===== config.mk =====
export PLATFORM = sky130hd
export DESIGN_NAME = regfile_mp_flat
export DESIGN_NICKNAME = d
export VERILOG_FILES = /design/src/rtl/regfile_mp_if.sv /design/src/rtl/regfile_mp.sv /design/src/flat_wrapper.sv
export SDC_FILE = /design/constraint.sdc
export NUM_CORES = 2
export LEC_CHECK = 0
export ABC_AREA = 1
export BUFFER_PORTS_ARGS = -buffer_cell sky130_fd_sc_hd__buf_4
export CAP_MARGIN = 5
export CORE_ASPECT_RATIO = 0.9
export CORE_UTILIZATION = 40
export CTS_BUF_LIST = sky130_fd_sc_hd__clkbuf_8
export CTS_CLUSTER_DIAMETER = 30
export DETAILED_ROUTE_END_ITERATION = 12
export SETUP_SLACK_MARGIN = 0.1
export SLEW_MARGIN = 20
export SYNTH_ARGS = -nofsm -noshare
export SYNTH_HDL_FRONTEND = slang
export SYNTH_SLANG_ARGS = --single-unit
export TNS_END_PERCENT = 5

===== constraint.sdc =====
create_clock -name clk -period 3 [get_ports clk]
set_input_delay 0.3 -clock clk [delete_from_list [all_inputs] [get_ports clk]]
set_output_delay 0.3 -clock clk [all_outputs]
set_load 0.01 [all_outputs]

===== src/rtl/regfile_mp_if.sv =====
// ---------------------------------------------------------------------------
// regfile_mp_if -- bus bundle for the two-write / two-read register file.
//
// Signals (direction as seen from the register file, i.e. the slave side):
//   we0/we1, waddr0/waddr1, wdata0/wdata1  in   two write ports (port 1 wins)
//   alloc_en, alloc_addr                    in   reserve a destination (busy)
//   ra_en/rb_en, ra_addr/rb_addr            in   two read ports
//   ra_data/rb_data, ra_busy/rb_busy        out  combinational read results
//   clr_req                                 in   request a full array clear
//   ready                                   out  high only while running
// ---------------------------------------------------------------------------
interface regfile_mp_if #(
  parameter int DATA_W = 32,
  parameter int ADDR_W = 5
);
  logic              we0;
  logic              we1;
  logic [ADDR_W-1:0] waddr0;
  logic [ADDR_W-1:0] waddr1;
  logic [DATA_W-1:0] wdata0;
  logic [DATA_W-1:0] wdata1;
  logic              alloc_en;
  logic [ADDR_W-1:0] alloc_addr;
  logic              ra_en;
  logic              rb_en;
  logic [ADDR_W-1:0] ra_addr;
  logic [ADDR_W-1:0] rb_addr;
  logic [DATA_W-1:0] ra_data;
  logic [DATA_W-1:0] rb_data;
  logic              ra_busy;
  logic              rb_busy;
  logic              clr_req;
  logic              ready;

  modport master (
    output we0, we1, waddr0, waddr1, wdata0, wdata1,
    output alloc_en, alloc_addr,
    output ra_en, rb_en, ra_addr, rb_addr, clr_req,
    input  ra_data, rb_data, ra_busy, rb_busy, ready
  );

  modport slave (
    input  we0, we1, waddr0, waddr1, wdata0, wdata1,
    input  alloc_en, alloc_addr,
    input  ra_en, rb_en, ra_addr, rb_addr, clr_req,
    output ra_data, rb_data, ra_busy, rb_busy, ready
  );
endinterface


===== src/rtl/regfile_mp.sv =====
// ---------------------------------------------------------------------------
// regfile_mp -- multi-ported register file with per-entry busy (scoreboard)
// bits and a self-clearing walk.
//
// Ports:
//   clk  in   single clock, all state updates on the rising edge
//   rst  in   synchronous active-high reset
//   bus  slave modport of regfile_mp_if (write/alloc/read ports, clr_req,
//        ready)
//
// Entry 0 is hard-wired zero. After reset or a clear request the array is
// zeroed one entry per cycle (entries 1..DEPTH-1); ready rises when that walk
// finishes. Writes and allocations are only accepted while running.
//
// Optional build macro: REGFILE_BYPASS_EN -- when defined, a read that hits
// an address being written in the same cycle returns the write data (port 1
// over port 0) with busy reported as 0. Undefined: reads see array contents
// only, so written data appears the cycle after the write.
// ---------------------------------------------------------------------------
module regfile_mp #(
  parameter int DATA_W = 32,
  parameter int ADDR_W = 5
) (
  input  logic        clk,
  input  logic        rst,
  regfile_mp_if.slave bus
);

  localparam int DEPTH = 2 ** ADDR_W;

  typedef enum logic {
    ST_CLEAR = 1'b0,
    ST_RUN   = 1'b1
  } state_t;

  state_t            r_state;
  logic [ADDR_W-1:0] r_ptr;
  logic              r_ready;
  logic [DEPTH-1:0]  r_busy;
  logic [DATA_W-1:0] r_mem [DEPTH];

  logic              w_commit;
  logic              w_we0;
  logic              w_we1;
  logic              w_alloc;
  logic [DEPTH-1:0]  w_busy_next;

  // Writes/allocs take effect only in RUN and only when no clear is being
  // requested in the same cycle; address 0 is never modified.
  assign w_commit = (r_state == ST_RUN) && !bus.clr_req;
  assign w_we0    = bus.we0      && (bus.waddr0     != '0);
  assign w_we1    = bus.we1      && (bus.waddr1     != '0);
  assign w_alloc  = bus.alloc_en && (bus.alloc_addr != '0);

  // -------------------------------------------------------------------------
  // Control FSM: CLEAR walks ptr from 1 to DEPTH-1, then RUN.
  // -------------------------------------------------------------------------
  // NOTE: sequential state is assigned with <= so every register samples the
  // pre-edge values, independent of statement order.
  always_ff @(posedge clk) begin
    if (rst) begin
      r_state <= ST_CLEAR;
      r_ptr   <= ADDR_W'(1);
      r_ready <= 1'b0;
    end else begin
      case (r_state)
        ST_CLEAR: begin
          if (r_ptr == ADDR_W'(DEPTH - 1)) begin
            r_state <= ST_RUN;
            r_ready <= 1'b1;
          end else begin
            r_ptr <= r_ptr + ADDR_W'(1);
          end
        end
        ST_RUN: begin
          // A request while clearing is ignored simply by not looking at it
          // in ST_CLEAR, so the walk is never restarted.
          if (bus.clr_req) begin
            r_state <= ST_CLEAR;
            r_ptr   <= ADDR_W'(1);
            r_ready <= 1'b0;
          end
        end
        default: begin
          r_state <= ST_CLEAR;
          r_ptr   <= ADDR_W'(1);
          r_ready <= 1'b0;
        end
      endcase
    end
  end

  // -------------------------------------------------------------------------
  // Busy bits: a committed write clears, an allocation sets; allocation is
  // applied last so it wins on a same-address collision.
  // -------------------------------------------------------------------------
  // NOTE: blocking assignments in always_comb, with a full default first, so
  // later statements see earlier ones and no latch is inferred.
  always_comb begin
    w_busy_next = r_busy;
    if (w_we0)   w_busy_next[bus.waddr0]     = 1'b0;
    if (w_we1)   w_busy_next[bus.waddr1]     = 1'b0;
    if (w_alloc) w_busy_next[bus.alloc_addr] = 1'b1;
  end

  always_ff @(posedge clk) begin
    if (rst) begin
      r_busy <= '0;
    end else if (r_state == ST_CLEAR) begin
      r_busy[r_ptr] <= 1'b0;
    end else if (w_commit) begin
      r_busy <= w_busy_next;
    end
  end

  // -------------------------------------------------------------------------
  // Data array. Port 1 is written after port 0 so it wins on a collision.
  // -------------------------------------------------------------------------
  // NOTE: the array has no reset term; it is zeroed by the CLEAR walk, which
  // keeps it mappable onto plain RAM/flop arrays without a reset network.
  always_ff @(posedge clk) begin
    if (!rst) begin
      if (r_state == ST_CLEAR) begin
        r_mem[r_ptr] <= '0;
      end else if (w_commit) begin
        if (w_we0) r_mem[bus.waddr0] <= bus.wdata0;
        if (w_we1) r_mem[bus.waddr1] <= bus.wdata1;
      end
    end
  end

  // -------------------------------------------------------------------------
  // Combinational read ports; result packed as {busy, data}.
  // -------------------------------------------------------------------------
  function automatic logic [DATA_W:0] read_port(input logic              en,
                                                input logic [ADDR_W-1:0] addr);
    logic [DATA_W:0] res;
    res = '0;
    if (!rst && r_ready && en && (addr != '0)) begin
      res = {r_busy[addr], r_mem[addr]};
`ifdef REGFILE_BYPASS_EN
      if (w_commit && w_we1 && (bus.waddr1 == addr)) begin
        res = {1'b0, bus.wdata1};
      end else if (w_commit && w_we0 && (bus.waddr0 == addr)) begin
        res = {1'b0, bus.wdata0};
      end
`endif
    end
    return res;
  endfunction

  assign {bus.ra_busy, bus.ra_data} = read_port(bus.ra_en, bus.ra_addr);
  assign {bus.rb_busy, bus.rb_data} = read_port(bus.rb_en, bus.rb_addr);
  assign bus.ready                  = r_ready;

endmodule


===== src/flat_wrapper.sv =====
// flat-port wrapper written by rule: the top's interface ports become plain ports
module regfile_mp_flat 
#(
  parameter int DATA_W = 32,
  parameter int ADDR_W = 5
)
  (clk, rst, bus_we0, bus_we1, bus_waddr0, bus_waddr1, bus_wdata0, bus_wdata1, bus_alloc_en, bus_alloc_addr, bus_ra_en, bus_rb_en, bus_ra_addr, bus_rb_addr, bus_clr_req, bus_ra_data, bus_rb_data, bus_ra_busy, bus_rb_busy, bus_ready);
  regfile_mp_if #(.DATA_W(DATA_W), .ADDR_W(ADDR_W)) bus_i ();
  input  logic clk;
  input  logic rst;
  input wire logic [$bits(bus_i.we0)-1:0] bus_we0;
  input wire logic [$bits(bus_i.we1)-1:0] bus_we1;
  input wire logic [$bits(bus_i.waddr0)-1:0] bus_waddr0;
  input wire logic [$bits(bus_i.waddr1)-1:0] bus_waddr1;
  input wire logic [$bits(bus_i.wdata0)-1:0] bus_wdata0;
  input wire logic [$bits(bus_i.wdata1)-1:0] bus_wdata1;
  input wire logic [$bits(bus_i.alloc_en)-1:0] bus_alloc_en;
  input wire logic [$bits(bus_i.alloc_addr)-1:0] bus_alloc_addr;
  input wire logic [$bits(bus_i.ra_en)-1:0] bus_ra_en;
  input wire logic [$bits(bus_i.rb_en)-1:0] bus_rb_en;
  input wire logic [$bits(bus_i.ra_addr)-1:0] bus_ra_addr;
  input wire logic [$bits(bus_i.rb_addr)-1:0] bus_rb_addr;
  input wire logic [$bits(bus_i.clr_req)-1:0] bus_clr_req;
  output wire logic [$bits(bus_i.ra_data)-1:0] bus_ra_data;
  output wire logic [$bits(bus_i.rb_data)-1:0] bus_rb_data;
  output wire logic [$bits(bus_i.ra_busy)-1:0] bus_ra_busy;
  output wire logic [$bits(bus_i.rb_busy)-1:0] bus_rb_busy;
  output wire logic [$bits(bus_i.ready)-1:0] bus_ready;
  assign bus_i.we0 = bus_we0;
  assign bus_i.we1 = bus_we1;
  assign bus_i.waddr0 = bus_waddr0;
  assign bus_i.waddr1 = bus_waddr1;
  assign bus_i.wdata0 = bus_wdata0;
  assign bus_i.wdata1 = bus_wdata1;
  assign bus_i.alloc_en = bus_alloc_en;
  assign bus_i.alloc_addr = bus_alloc_addr;
  assign bus_i.ra_en = bus_ra_en;
  assign bus_i.rb_en = bus_rb_en;
  assign bus_i.ra_addr = bus_ra_addr;
  assign bus_i.rb_addr = bus_rb_addr;
  assign bus_i.clr_req = bus_clr_req;
  assign bus_ra_data = bus_i.ra_data;
  assign bus_rb_data = bus_i.rb_data;
  assign bus_ra_busy = bus_i.ra_busy;
  assign bus_rb_busy = bus_i.rb_busy;
  assign bus_ready = bus_i.ready;
  regfile_mp #(.DATA_W(DATA_W), .ADDR_W(ADDR_W)) u_core (.clk(clk), .rst(rst), .bus(bus_i));
endmodule

After elaboration in Yosys (flattened, before gate mapping) --
Memory sizes are Yosys's and may differ from the RTL's. Index checks and enable logic that the tools add are counted. W data, S select, Z words.
Cells by class: $add $sub $neg 1, order comparisons 10, equality and inequality tests 5, mux-type cells 44, bitwise gates (word level) 8, reduce and logical (&&, ||, !) cells 23
Operator list (number):
- $mux W32 | 6
- $and A32 B32 Y32 | 3
- $not A32 Y32 | 3
- $mux W33 | 2
- $lt A5 B6 Y1 const B | 6
- $or A32 B32 Y32 | 1
- $reduce_or A32 Y1 | 1
- $reduce_bool A5 Y1 | 5
- $mux W1 | 24
- $demux W1 S5 | 4
- $ge A5 B1 Y1 const B | 4
- $mux W5 | 3
- $logic_and A1 B1 Y1 | 13
- $bmux W1 S5 | 2
- $pmux W5 S2 | 1
- $ne A2 B2 Y1 const B | 3
- $add A5 B1 Y5 const B | 1
- $eq A5 B5 Y1 const B | 1
- $pmux W1 S2 | 2
- $reduce_and A2 Y1 | 2
- $logic_not A1 Y1 | 2
- $ne A2 B1 Y1 const B | 1
- $not A1 Y1 | 1
Storage, ports and cells: register bits 39, memory bits (writable) 1024, input port bits 97, output and inout bits 67, word-level logic and storage cells 96, memories 1
Memories:
- u_core.r_mem | depth 32, bits a word 32, read ports 2, clocked after Yosys merged registers in 0, wr ports 2, RTL line regfile_mp.sv:40 | logic [DATA_W-1:0] r_mem [DEPTH];

Longest topological paths before layout --
depth after elaboration 13, depth in mapped cells 13, mapped depth without buffers 11

Worst setup path after synthesis --
OpenSTA, ideal clock, no wires.
kind reg2reg, from reg u_core.r_state, to mem u_core.r_mem[0][0], enable pin, library setup time 392 ps, arrival time 2244 ps, required time 2608 ps, slack 364 ps, cell stages (with the launch flop) 12, buffers on the path 2, clock period less this slack 2636 ps, cell sequence dfxtp_1 -> buf_4 -> inv_4 -> nor2_8 -> nand2_4 -> nor2_8 -> nand2_4 -> buf_6 -> nand2_2 -> nand2_2 -> nor2_2 -> and2_1
RTL lines:
- from (decl) | RTL line regfile_mp.sv:36 | state_t r_state;
- from (signal assigned) | RTL line regfile_mp.sv:62 | r_state <= ST_CLEAR;
- from (signal assigned) | RTL line regfile_mp.sv:69 | r_state <= ST_RUN;
- from (signal assigned) | RTL line regfile_mp.sv:79 | r_state <= ST_CLEAR;
- to (decl) | RTL line regfile_mp.sv:40

==> impl_metrics.tcl <==
set metrics [dict create \
    status "finished clean" \
    fill_cells 15352 \
    syn-num-nets 8623 \
    drt-pass1-iter-count 9 \
    grt_max_degree 115 \
    combPwrFrac_pct 9.7 \
    power.density_nw_per_um2 529 \
    gp_congestion 0.967 \
    synth_warnings 0 \
    final_util_pct 48.6 \
    grt_first_pass_wirelength_microns 455000 \
    crit_path_max_incr_delay_ns 0.52 \
    fin_nets 8747 \
    h-tree-depth 5 \
    clk_pin_slew_ns 0.05 \
    cts_made_buffers 301 \
    postRouteAntennaNets 0 \
    wl_microns 326000 \
    cp_num_buf_inv 1 \
    ys_types 36 \
    multi_input_area_sq_um 28900 \
    crit_path_end_kind "output port" \
    dieArea_sq_um 164000 \
    syn_avg_cell_area_sq_um 7.61 \
    maxSlewHeadroom_pct 26.9 \
    post-dp-hpwl_microns 200000 \
    cp_top_family "simple AND/OR/NAND/NOR gates" \
    viasPerCell 6.18 \
    rows 139 \
    grt_usage_pct 38.9 \
    maxCapViolations 0 \
    worst_pin_slew_ns 1.09 \
    cts_root_buffer "clkbuf_8" \
    synth_top_family_by_area "simple AND/OR/NAND/NOR gates" \
    max_freq_mhz 336 \
    synthAdderAreaFrac_pct 0.0965 \
    fp.dieW_microns 426 \
    p_int_w 0.0298 \
    hold_class "in2reg" \
    startpoint_type "register" \
    area_delta_synth_final_pct 20.0 \
    wl_per_cell_microns 29.7 \
    path_cells "o21ai_1 > nand3_1 > nand2_1 > nand2_1 > nor2_1 > nor2_1 > buf_4" \
    finalSetupViolCount 0 \
    max-vdd-ir-drop_v 0.000532 \
    synth_compound_area_share_pct 18.4 \
    cts.sinks 1063 \
    core_sq_um 160000 \
    die_h_microns 384 \
    p_leak_nw 30.4 \
    worst_slack_ns 0.0216 \
    grt_pass1_vias 62036 \
    antenna_found_initial 8 \
    yosys.area_share.simple_pct 24.9 \
    rsz0062_at_grt "true" \
    cts_tree "built" \
    worst_ep_arrival_time_ns 2.68 \
    synth-xor-area-share_pct 0 \
    setup-tns-final_ns 0 \
    muxShareOfSynthArea_pct 0 \
    sw_frac_of_total_pct 27.5 \
    worstPathRequired_ns 2.70 \
    placed_cells 10363 \
    fin_skew_ns 0.0735 \
    switchingPower_w 0.0113 \
    power_w 0.0411 \
    vias 67873 \
    insertion_delay_ns 1.07 \
    syn_inst 8521 \
    drive_gt1_share_pct 13.5 \
    overflow 0 \
    cp_slowest_cell "edfxtp_1" \
    post-place-ws_ns 0.105 \
    fin_crit_ns 2.98 \
    regArea_sq_um 31500 \
    io_buffers 163 \
    ios 164 \
    crit_path_max_fanout 2 \
    slew_viol_final 0 \
    pwr-share-seq_pct 39.6 \
    initial_core_util_pct 40.5 \
    cts_buffer_depth 4 \
    drcViolationCount 0 \
    instances_no_fill 10986 \
    synth-seq-cells 1063 \
    hold_violations 0 \
    period_share_pct 99.3 \
    pwr-share-clk_pct 50.7 \
    synth-seq-area-share_pct 48.6 \
    synthesis.area_sq_um 64800 \
    drtIter0Drc 11107 \
    crit_type "reg2out" \
]
-- flip-flops by register name, summed over array words and instances (netlist names) --
register and flops:
u_core.r_mem 1024, u_core.r_ptr 5, u_core.r_state 1, u_core.r_busy 32, u_core.bus.ready 1
-- cell families after synthesis --
group,count (synthesis)
AO/OA/AOI/OAI,2203
flip-flops,1063
AND/OR/NAND/NOR,4015
adder cells (fa/ha/maj),5
buffers and inverters,1235
-- layout by cell type (no fill, tap or decap), drive strengths merged, types with 94 or more instances in the layout --
| master | Yosys | final |
|---|---|---|
| nor2 | 776 | 776 |
| nand3 | 687 | 687 |
| dlygate4sd3 | 0 | 94 |
| o211ai | 258 | 258 |
| nand2 | 2522 | 2522 |
| o21ai | 802 | 802 |
| edfxtp | 1024 | 1024 |
| inv | 407 | 448 |
| a21oi | 942 | 942 |
| buf | 409 | 547 |
| clkinv | 8 | 110 |
| o22ai | 190 | 190 |
| clkbuf | 411 | 310 |
-- cell usage after synthesis, drive strengths merged --
cell type	instances	share of area, %
and2	1	0.0097
o32ai	1	0.014
clkinv	8	0.046
a21oi	942	7.3
o21bai	1	0.012
nand2	2522	15
nand4	10	0.11
a31oi	3	0.029
a21boi	6	0.069
dfxtp	39	1.2
nand3	687	5.3
nor3	18	0.14
clkbuf	411	2.4
buf	409	3.1
ha	5	0.097
o22ai	190	1.8
nor2	776	4.6
o211ai	258	3.0
edfxtp	1024	47
nand3b	1	0.012
o21ai	802	6.2
inv	407	2.4
-- path summary, 6_finish.rpt --
| path | from | to | slack (ns) | cells past startpoint |
|---|---|---|---|---|
| worst max-delay path | u_core.r_mem[28][27]$_DFFE_PP_ | bus_rb_data[27] | 0.02 | 7 |
| worst min-delay path | bus_wdata0[1] | u_core.r_mem[0][1]$_DFFE_PP_ | 0.04 | 4 |
| worst max register to register | u_core.r_state$_SDFF_PP0_ | u_core.r_mem[9][14]$_DFFE_PP_ | 0.26 | 11 |
| worst min register to register | u_core.r_busy[23]$_SDFFE_PP0P_ | u_core.r_busy[23]$_SDFFE_PP0P_ | 0.46 | 2 |
-- worst register-to-register path, stage by stage, from the launching register on --
cell and delay [ns]:
dfxtp_2 0.43, inv_4 0.07, nor2_8 0.16, nand2_4 0.10
nor2_8 0.14, nand2_4 0.15, inv_4 0.19, buf_12 0.23
nand2_2 0.15, buf_4 0.26, a21oi_1 0.16, dlygate4sd3_1 0.56
-- per-layer routing --
| layer | vias up | wire length, microns | track usage [%] |
|---|---|---|---|
| met5 | - | 9 | 0 |
| li1 | 29364 | - | - |
| met2 | 5532 | 136000 | 56.0 |
| met4 | 2 | 23600 | 24.9 |
| met1 | 31834 | 122000 | 51.5 |
| met3 | 1141 | 44700 | 10.1 |
-- cell type report --
class | count | area share (%)
clock inverters | 211 | 2.48
diodes | 8 | 0.0257
clock buffers | 310 | 5.48
flip-flops and latches | 1063 | 40.5
inverters | 415 | 2.04
repair buffers | 641 | 8.92
well taps | 2115 | 3.40
multi-input cells | 6223 | 37.1
-- power by group through the flow --
stage / clock, W / sequential (W) / combinational (W)
floorplan: 0 / 0.0165 / 0.00210
global placement: 0 / 0.0166 / 0.00372
detailed placement: 0 / 0.0166 / 0.00374
CTS: 0.0208 / 0.0163 / 0.00384
global route: 0.0216 / 0.0163 / 0.00419
finish: 0.0209 / 0.0163 / 0.00400
-- repair_timing --
action	CTS	global route
endpoints found under the hold margin	854	0
hold buffers	94	0
buffers inserted	0	1
pin swaps	10	24
setup endpoints to repair	25	37
gates resized for setup	31	47
-- stage by stage --
step,area (sq um),hold slack (ns)
floorplan,64800,0.439
global placement,70400,0.453
detailed placement,70400,0.459
CTS,77600,0.000630
global route,77800,0.0423
finish,77800,0.0406
Note: power is estimated with default switching activity, not from simulation.
